$ cat src/rtl/irrig_timer_pkg.sv
// Shared types and helpers for the irrigation countdown timer.
// Provides the controller state encoding, the BCD digit type, the digit
// limits used by the borrow chain, and the MM:SS preset validity check.
package irrig_timer_pkg;

  typedef enum logic [1:0] {
    ST_IDLE  = 2'd0,
    ST_RUN   = 2'd1,
    ST_PAUSE = 2'd2,
    ST_DONE  = 2'd3
  } irrig_state_t;

  typedef logic [3:0] bcd_digit_t;

  localparam bcd_digit_t BCD_MAX_UNITS    = 4'd9;
  localparam bcd_digit_t BCD_MAX_SEC_TENS = 4'd5;

  // A preset is usable when every nibble is a decimal digit, the seconds
  // tens digit is at most 5, and the preset is not 00:00.
  function automatic logic bcd_preset_valid(input logic [7:0] mm,
                                            input logic [7:0] ss);
    logic ok;
    ok = (mm[7:4] <= BCD_MAX_UNITS) &&
         (mm[3:0] <= BCD_MAX_UNITS) &&
         (ss[7:4] <= BCD_MAX_SEC_TENS) &&
         (ss[3:0] <= BCD_MAX_UNITS) &&
         ({mm, ss} != 16'h0000);
    return ok;
  endfunction

endpackage

$ cat src/rtl/bcd_down_digit.sv
// One BCD down-count digit with synchronous load.
// Wraps from 0 to MAX on decrement and signals a borrow to the next
// more-significant digit when that wrap happens.
module bcd_down_digit
  import irrig_timer_pkg::*;
#(
  parameter bcd_digit_t MAX = BCD_MAX_UNITS
) (
  input  logic       clock,
  input  logic       reset,
  input  logic       load,
  input  bcd_digit_t load_val,
  input  logic       dec_en,
  output bcd_digit_t q,
  output logic       borrow_out
);

  bcd_digit_t q_q, q_d;

  // Next digit value: load wins over decrement, otherwise hold.
  always_comb begin
    // NOTE: default assignment first so every path drives q_d and no latch is inferred.
    q_d = q_q;
    if (load) begin
      q_d = load_val;
    end else if (dec_en) begin
      q_d = (q_q == 4'd0) ? MAX : q_q - 4'd1;
    end
  end

  // Digit register, cleared asynchronously.
  always_ff @(posedge clock or posedge reset) begin
    // NOTE: non-blocking assignments in clocked blocks so all flops update together.
    if (reset) q_q <= '0;
    else       q_q <= q_d;
  end

  assign q          = q_q;
  assign borrow_out = dec_en & (q_q == 4'd0);

endmodule

$ cat src/rtl/irrigation_timer_ctrl.sv
// Irrigation countdown sequencer: loads a BCD MM:SS preset, counts it down
// once per TICK_DIV clocks, drives the valve while running and handles
// pause / resume / stop and the optional moisture abort.
// Optional feature macro: IRRIG_MOISTURE_ABORT_EN (soil_wet ends a run early).
module irrigation_timer_ctrl
  import irrig_timer_pkg::*;
#(
  parameter int unsigned TICK_DIV = 50_000_000
) (
  input  logic        clock,
  input  logic        reset,
  input  logic        start,
  input  logic        pause,
  input  logic        stop,
  input  logic        soil_wet,
  input  logic [7:0]  preset_min,
  input  logic [7:0]  preset_sec,
  output logic [15:0] digits,
  output logic        valve_on,
  output logic        busy,
  output logic        done,
  output logic        preset_err
);

  localparam int PW = (TICK_DIV > 1) ? $clog2(TICK_DIV) : 1;
  localparam logic [PW-1:0] PRESC_LAST = PW'(TICK_DIV - 1);

  irrig_state_t  state_q, state_d;
  logic [PW-1:0] presc_q, presc_d;
  logic          valve_on_q, valve_on_d;
  logic          busy_q, busy_d;
  logic          done_q, done_d;
  logic          preset_err_q, preset_err_d;

  logic          load_en;
  logic          tick_en;
  logic          preset_ok;
  logic          abort_req;

  bcd_digit_t    su_q, st_q, mu_q, mt_q;
  logic          su_borrow, st_borrow, mu_borrow;
  logic          unused_borrow;

`ifdef IRRIG_MOISTURE_ABORT_EN
  assign abort_req = soil_wet;
`else
  logic unused_soil_wet;
  assign abort_req       = 1'b0;
  assign unused_soil_wet = soil_wet;
`endif

  assign digits    = {mt_q, mu_q, st_q, su_q};
  assign preset_ok = bcd_preset_valid(preset_min, preset_sec);

  // Controller next state: stop > abort > pause > start > tick.
  // pause has no meaning in IDLE, so start alone decides there.
  always_comb begin
    state_d      = state_q;
    presc_d      = presc_q;
    load_en      = 1'b0;
    tick_en      = 1'b0;
    preset_err_d = 1'b0;
    case (state_q)
      ST_IDLE: begin
        if (start && !stop) begin
          if (preset_ok) begin
            load_en = 1'b1;
            presc_d = '0;
            state_d = ST_RUN;
          end else begin
            preset_err_d = 1'b1;
          end
        end
      end
      ST_RUN: begin
        if (stop) begin
          state_d = ST_IDLE;
        end else if (abort_req) begin
          state_d = ST_DONE;
        end else if (pause) begin
          state_d = ST_PAUSE;
        end else if (presc_q == PRESC_LAST) begin
          presc_d = '0;
          tick_en = 1'b1;
          // The tick that leaves 00:01 reaches 00:00 and ends the run.
          if (digits == 16'h0001) state_d = ST_DONE;
        end else begin
          presc_d = presc_q + 1'b1;
        end
      end
      ST_PAUSE: begin
        if (stop) begin
          state_d = ST_IDLE;
        end else if (abort_req) begin
          state_d = ST_DONE;
        end else if (start) begin
          state_d = ST_RUN;
        end
      end
      ST_DONE: begin
        state_d = ST_IDLE;
      end
      default: begin
        state_d = ST_IDLE;
      end
    endcase

    valve_on_d = (state_d == ST_RUN);
    busy_d     = (state_d == ST_RUN) || (state_d == ST_PAUSE);
    // done is reported in the cycle after DONE is reached.
    done_d     = (state_q == ST_DONE);
  end

  // Controller state, prescaler and registered outputs.
  always_ff @(posedge clock or posedge reset) begin
    if (reset) begin
      state_q      <= ST_IDLE;
      presc_q      <= '0;
      valve_on_q   <= 1'b0;
      busy_q       <= 1'b0;
      done_q       <= 1'b0;
      preset_err_q <= 1'b0;
    end else begin
      state_q      <= state_d;
      presc_q      <= presc_d;
      valve_on_q   <= valve_on_d;
      busy_q       <= busy_d;
      done_q       <= done_d;
      preset_err_q <= preset_err_d;
    end
  end

  assign valve_on   = valve_on_q;
  assign busy       = busy_q;
  assign done       = done_q;
  assign preset_err = preset_err_q;

  bcd_down_digit #(.MAX(BCD_MAX_UNITS)) u_sec_units (
    .clock      (clock),
    .reset      (reset),
    .load       (load_en),
    .load_val   (preset_sec[3:0]),
    .dec_en     (tick_en),
    .q          (su_q),
    .borrow_out (su_borrow)
  );

  bcd_down_digit #(.MAX(BCD_MAX_SEC_TENS)) u_sec_tens (
    .clock      (clock),
    .reset      (reset),
    .load       (load_en),
    .load_val   (preset_sec[7:4]),
    .dec_en     (su_borrow),
    .q          (st_q),
    .borrow_out (st_borrow)
  );

  bcd_down_digit #(.MAX(BCD_MAX_UNITS)) u_min_units (
    .clock      (clock),
    .reset      (reset),
    .load       (load_en),
    .load_val   (preset_min[3:0]),
    .dec_en     (st_borrow),
    .q          (mu_q),
    .borrow_out (mu_borrow)
  );

  // The top digit never borrows in a legal run since 00:00 ends the count.
  bcd_down_digit #(.MAX(BCD_MAX_UNITS)) u_min_tens (
    .clock      (clock),
    .reset      (reset),
    .load       (load_en),
    .load_val   (preset_min[7:4]),
    .dec_en     (mu_borrow),
    .q          (mt_q),
    .borrow_out (unused_borrow)
  );

endmodule

$ cat config.mk
export PLATFORM = sky130hd
export DESIGN_NAME = irrigation_timer_ctrl
export DESIGN_NICKNAME = d
export VERILOG_FILES = /design/src/rtl/irrig_timer_pkg.sv /design/src/rtl/bcd_down_digit.sv /design/src/rtl/irrigation_timer_ctrl.sv
export SDC_FILE = /design/constraint.sdc
export NUM_CORES = 1
export LEC_CHECK = 0
export CAP_MARGIN = 25
export CORE_MARGIN = 2
export CORE_UTILIZATION = 30
export CTS_CLUSTER_DIAMETER = 30
export DETAILED_ROUTE_END_ITERATION = 10
export PLACE_DENSITY = 0.56
export SLEW_MARGIN = 0
export SYNTH_ARGS = -nofsm -noshare
export SYNTH_HDL_FRONTEND = slang
export SYNTH_SLANG_ARGS = --single-unit
$ cat constraint.sdc
create_clock -name clock -period 3.35 [get_ports clock]
set_input_delay 0.8375 -clock clock [delete_from_list [all_inputs] [get_ports clock]]
set_output_delay 0.8375 -clock clock [all_outputs]
set_load 0.01 [all_outputs]
# Yosys cells after proc, flatten, opt, wreduce, memory -nomap -nowiden

Cells that the tools add are included.

Div/mod/pow operators: 0
Bitwise operators: 3
Reductions and logical operators: 19
Muxes and demuxes: 37
Order comparisons: 4
$mul: 0
Equality and inequality tests: 11
Add/subtract/negate cells: 5
Shift-type cells: 0

Operators with widths:

| kind                  | number |
|---|---|
| $mux 26               | 5 |
| $pmux 26 s2           | 1 |
| $mux 4                | 12 |
| $add 26x1->26 const B | 1 |
| $eq 26x26->1 const B  | 1 |
| $eq 16x1->1 const B   | 1 |
| $logic_not 4->1       | 4 |
| $mux 2                | 8 |
| $reduce_bool 16->1    | 1 |
| $sub 4x1->4 const B   | 4 |
| $le 4x4->1 const B    | 3 |
| $mux 1                | 10 |
| $reduce_bool 2->1     | 5 |
| $ne 2x2->1 const B    | 4 |
| $pmux 2 s4            | 1 |
| $eq 2x2->1 const B    | 3 |
| $logic_and 1x1->1     | 5 |
| $reduce_and 5->1      | 1 |
| $eq 2x1->1 const B    | 2 |
| $le 4x3->1 const B    | 1 |
| $and 1x1->1           | 3 |
| $logic_not 2->1       | 1 |
| $logic_not 1->1       | 1 |
| $logic_or 1x1->1      | 1 |

Input bits: 22
Logic and storage cells: 89
Bits in registers: 48
Output and inout bits: 20
Memory bits (read-only): 0
Memories: 0
Bits in writable memories: 0
Bits in latches: 0

# Longest topological paths before layout

Word-level depth: 10
Depth in mapped cells: 8
Gate-level depth less buffers: 8

# Modules after synthesis

Synthesis repeated with hierarchy kept, for this count alone.

Cell total of the unflattened synthesis: 313
Area total of the unflattened synthesis: 2890.3 um^2

Modules (own cells, without submodules):

| module                           | times used | cells each | area each (um^2) | sequential area each (um^2) |
|---|---|---|---|---|
| irrigation_timer_ctrl            | 1          | 222        | 2010.7           | 800.8 |
| bcd_down_digit at u_min_tens ... | 3          | 23         | 226.5            | 100.1 |
| bcd_down_digit at u_sec_tens     | 1          | 22         | 200.2            | 100.1 |

# Worst setup path before layout

No wires, ideal clock.

Kind: input -> register
From: input stop
To: register u_min_tens.q_q[1] (netlist: u_min_tens.q[1])
Path slack: 876 ps
Buffers on the path: 0
Required time: 3268 ps
Library setup time: 82 ps
Stages on the path: 5
Arrival: 2392 ps
Cells stage by stage: or4b_4 -> nor4_4 -> nand2_2 -> or4_1 -> a31oi_1

Word-level cells in the longest chain between the ends: 6
Elaborated cells on any way between the ends: 11
Those cells by class: mux: 5; bitwise: 3; reduce/logical: 3

Ends and longest elaborated chain:

| what                               | line                        | text |
|---|---|---|
| start, declared                    | irrigation_timer_ctrl.sv:14 | `input logic stop,` |
| $mux 1                             | irrigation_timer_ctrl.sv:76 | `if (stop) begin` |
| $mux 1                             | irrigation_timer_ctrl.sv:63 | `case (state_q)` |
| $and 1x1->1 (3 in series)          | bcd_down_digit.sv:39        | `assign borrow_out = dec_en & (q_q == 4'd0);` |
| $reduce_bool 2->1 (no source line) | -                           |  |
| end signal, assigned               | bcd_down_digit.sv:35        | `else q_q <= q_d;` |
| end, declared                      | bcd_down_digit.sv:18        | `bcd_digit_t q_q, q_d;` |

Several ways; a longest one is shown, not always the timed one.
A chain may end at the register's enable or synchronous reset.

# Worst setup path in the final report

From: input preset_sec[6]
To: register presc_q[3]

Word-level cells in the longest chain between the ends: 6
Elaborated cells on any way between the ends: 7
Those cells by class: order compare: 1; eq/ne: 1; reduce/logical: 5

Ends and longest elaborated chain:

| what                                  | line                         | text |
|---|---|---|
| start, declared                       | irrigation_timer_ctrl.sv:17  | `input logic [7:0] preset_sec,` |
| $le 4x3->1                            | irrig_timer_pkg.sv:25        | `(ss[7:4] <= BCD_MAX_SEC_TENS) &&` |
| $logic_and 1x1->1                     | irrig_timer_pkg.sv:24        | `(mm[3:0] <= BCD_MAX_UNITS) &&` |
| $logic_and 1x1->1                     | irrig_timer_pkg.sv:25        |  |
| $logic_and 1x1->1 (*)                 | irrig_timer_pkg.sv:26        | `(ss[3:0] <= BCD_MAX_UNITS) &&` |
| $ne 2x2->1 (no source line) (*)       | -                            |  |
| $reduce_and 5->1 (no source line) (*) | -                            |  |
| end signal, assigned                  | irrigation_timer_ctrl.sv:125 | `presc_q <= presc_d;` |
| end, declared                         | irrigation_timer_ctrl.sv:29  | `logic [PW-1:0] presc_q, presc_d;` |

Every way passes the cells marked *; elsewhere a longest branch is shown, timed or not.

==> results.py <==
metrics = {
    "worst_setup_path": {
        "critPathMaxStageDelay_ns": 0.48,
        "critPathMaxFanout": 13,
        "r2r-end": "busy",
        "startpoint_type": "input port",
        "r2r.worst_path.cells": 7,
        "path_cells": "clkdlybuf4s50_1, nor4_1, nand4_1, a211oi_1, buf_4, nor2_1, nand2_1, o31ai_1",
        "cp.arrival_ns": 3.01,
        "r2r_start": "presc_q[10]",
        "reg2reg_slack_ns": 0.79,
        "cp_num_buf_inv": 2,
        "critPathKind": "in -> reg",
        "endpoint_kind": "register",
        "cp.required_ns": 3.52,
        "critical_path.top_delay_family": "simple AND/OR/NAND/NOR gates",
        "cp_slowest_cell": "clkdlybuf4s50_1",
    },
    "yosys": {
        "ys_top_cells_by_area": "dfrtp_1, nor2_1, o21ai_0, xnor2_1, nand2_1",
        "synth_edf_count": 0,
        "ys_seq_area_share_pct": 44.4,
        "yosysWarningCount": 0,
        "ys_async_sr_fraction_pct": 100,
        "synth_area_leader_cell": "dfrtp_1",
        "syn-num-nets": 329,
        "ys.flop_type": "dfrtp_1",
        "synth_cell_type_count": 51,
        "ys_ff_latch": 48,
        "synth_top_area_share_pct": 44.4,
        "syn_avg_cell_area_um2": 8.86,
        "syn_area_um2": 2700,
        "synthCells": 305,
    },
    "timing": {
        "slew_headroom_pct": 42.9,
        "setup_violations": 0,
        "skew_ns": 0.0146,
        "slew_viol_final": 0,
        "hold_viol_final": 0,
        "worst_pin_slew_ns": 0.855,
        "rsz0062_at_grt": "false",
        "fin_setup_tns_ns": 0,
        "fin_crit_ns": 2.83,
        "fmax_ghz": 0.353,
        "finalCritPeriodShare_pct": 84.6,
        "worst_hold_slack_ns": 0.482,
    },
    "clocking": {
        "post_cts_buffers": 0,
        "postCtsResizedCells": 0,
        "cts_tree": "built",
        "clkTransAtPathRegs_ns": 0.10,
        "cts_hold_buffers": 0,
        "root_buffer": "clkbuf_8",
        "cts_max_level": 2,
        "cts_buffers": 5,
        "ctsLongestPathBuffers": 2,
        "cts.sinks": 48,
        "clkLatencyLatePin_ns": 0.31,
    },
    "run": {
        "drv_cap": 0,
    },
    "route": {
        "routedWlPerCell_um": 14.9,
        "drt-total-wl_um": 6890,
        "vias_per_cell": 5.39,
        "drtPass1Iterations": 4,
        "drt_drc_violations_left": 0,
        "drt_iter0_markers": 117,
        "detail-route-antenna-nets": 0,
        "vias": 2488,
    },
    "floorplanning": {
        "die_w_um": 98.9,
        "core_area_um2": 8720,
        "start_util_pct": 31.0,
        "fp.dieH_um": 98.9,
        "io_pins": 42,
        "die_area_um2": 9780,
        "rows": 34,
    },
    "global_route": {
        "grt-ovfl-total": 0,
        "antenna_found_initial": 0,
        "grt_max_degree": 49,
        "grt_pass1_vias": 2366,
        "grt_usage_pct": 14.6,
        "grt_pass1_wl_um": 11700,
    },
    "finish": {
        "antenna_cells": 0,
        "drive_gt1_share_pct": 7.91,
        "multi_input_area_um2": 1450,
        "nets": 377,
        "fillers": 859,
        "seq_area_um2": 1200,
        "final_common_cell": "dfrtp_1",
        "synthToLayoutAreaGrowth_pct": 26.3,
        "final_cell_mix": "dfrtp_1, nor2_1, clkdlybuf4s50_1",
    },
    "status": {
        "status": "finished clean",
    },
    "power_and_ir_drop": {
        "power_switching_mw": 0.447,
        "vdd_drop_max_v": 0.000234,
        "clockPowerShare_pct": 32.5,
        "intPower_mw": 1.14,
        "p_seq_share_pct": 45.9,
        "netSwitchingFraction_pct": 28.2,
        "p_total_mw": 1.58,
        "cellLeakagePower_nw": 1.34,
        "power.density_nw_per_um2": 464,
        "pwr-share-comb_pct": 21.6,
    },
    "place": {
        "dp_hpwl_um": 5010,
        "numPortBuffers": 40,
        "place.gp.congestion": 0.798,
    },
    "min_path": {
        "hold_path.class": "reg -> reg",
        "hold_path_depth": 1,
        "worstHoldStart": "presc_q[15]",
        "hold-path-endpoint": "presc_q[15]",
    },
}
[cells by family after synthesis]
| family | Yosys count | synth area share [%] |
|---|---|---|
| xor+xnor | 15 | 4.86 |
| buf+inv | 13 | 2.08 |
| simple gates | 158 | 31.3 |
| compound gates | 67 | 15.6 |
| mux | 2 | 0.741 |
| fa+ha+maj | 2 | 0.926 |
| flops | 48 | 44.4 |
[cells in the mapped netlist, drive strengths merged (2+ instances only)]
cell     n
dfrtp   48
nor2    46
nand2   28
o21ai   24
nand3   17
xnor2   13
nor4    12
a21oi   10
clkbuf   9
nand4    9
nor3     8
o31ai    8
a31oi    7
or3      5
and3     4
and4     4
nand2b   4
nor4b    4
a211oi   3
and2     3
inv      3
nor2b    3
a21o     2
a41oi    2
ha       2
mux2i    2
nand3b   2
o211ai   2
or2      2
xor2     2
[registers in the layout, summed over array words and instances, names as in the netlist]
name	cells
u_sec_tens.q	4
u_min_tens.q	4
u_sec_units.q	4
busy	1
preset_err	1
presc_q	26
valve_on	1
u_min_units.q	4
done	1
state_q	2
[cell type report]
| type | instances | area share (%) |
|---|---|---|
| multi-input cells | 244 | 42.3 |
| flip-flops and latches | 48 | 35.2 |
| repair buffers | 51 | 14.1 |
| well taps | 108 | 3.96 |
| clock buffers | 5 | 2.02 |
| clock inverters | 3 | 2.02 |
| inverters | 3 | 0.330 |
[layer usage]
metal  part of all wire (%)  global-route usage, %
met5                      0                      0
met2                     47                   23.2
met3                    4.6                   3.05
met1                     47                   20.4
met4                    1.3                   3.58
[metrics by stage]
stage / worst slack, ns / cell area (µm²) / std cells / utilization, %
final: 0.517 / 3410 / 462 / 39.1
after global routing: 0.257 / 3410 / 462 / 39.1
after CTS: 0.549 / 3410 / 462 / 39.1
after detailed placement: 0.207 / 3280 / 454 / 37.6
after global placement: 0.256 / 3280 / 454 / 37.6
after floorplan: 0.876 / 2700 / 305 / -
[power by group through the flow]
stage	Clock, mW	Combinational, mW	Sequential (mW)
6_report	0.515	0.343	0.727
5_1_grt	0.560	0.377	0.740
4_1_cts	0.536	0.349	0.728
3_5_place_dp	0	0.347	0.738
3_3_place_gp	0	0.345	0.735
2_1_floorplan	0	0.141	0.746
[how the worst max path moves through the flow]
stage / from / to / slack [ns] / cells after the start
after floorplan: stop / u_min_tens.q[1] / 0.88 / 5
after global placement: preset_sec[6] / presc_q[11] / 0.26 / 8
after detailed placement: preset_sec[6] / presc_q[0] / 0.21 / 8
after CTS: preset_sec[6] / presc_q[3] / 0.55 / 8
after global routing: preset_min[6] / presc_q[3] / 0.26 / 8
final: preset_sec[6] / presc_q[3] / 0.52 / 8
Power figures use the tool's default switching activity.
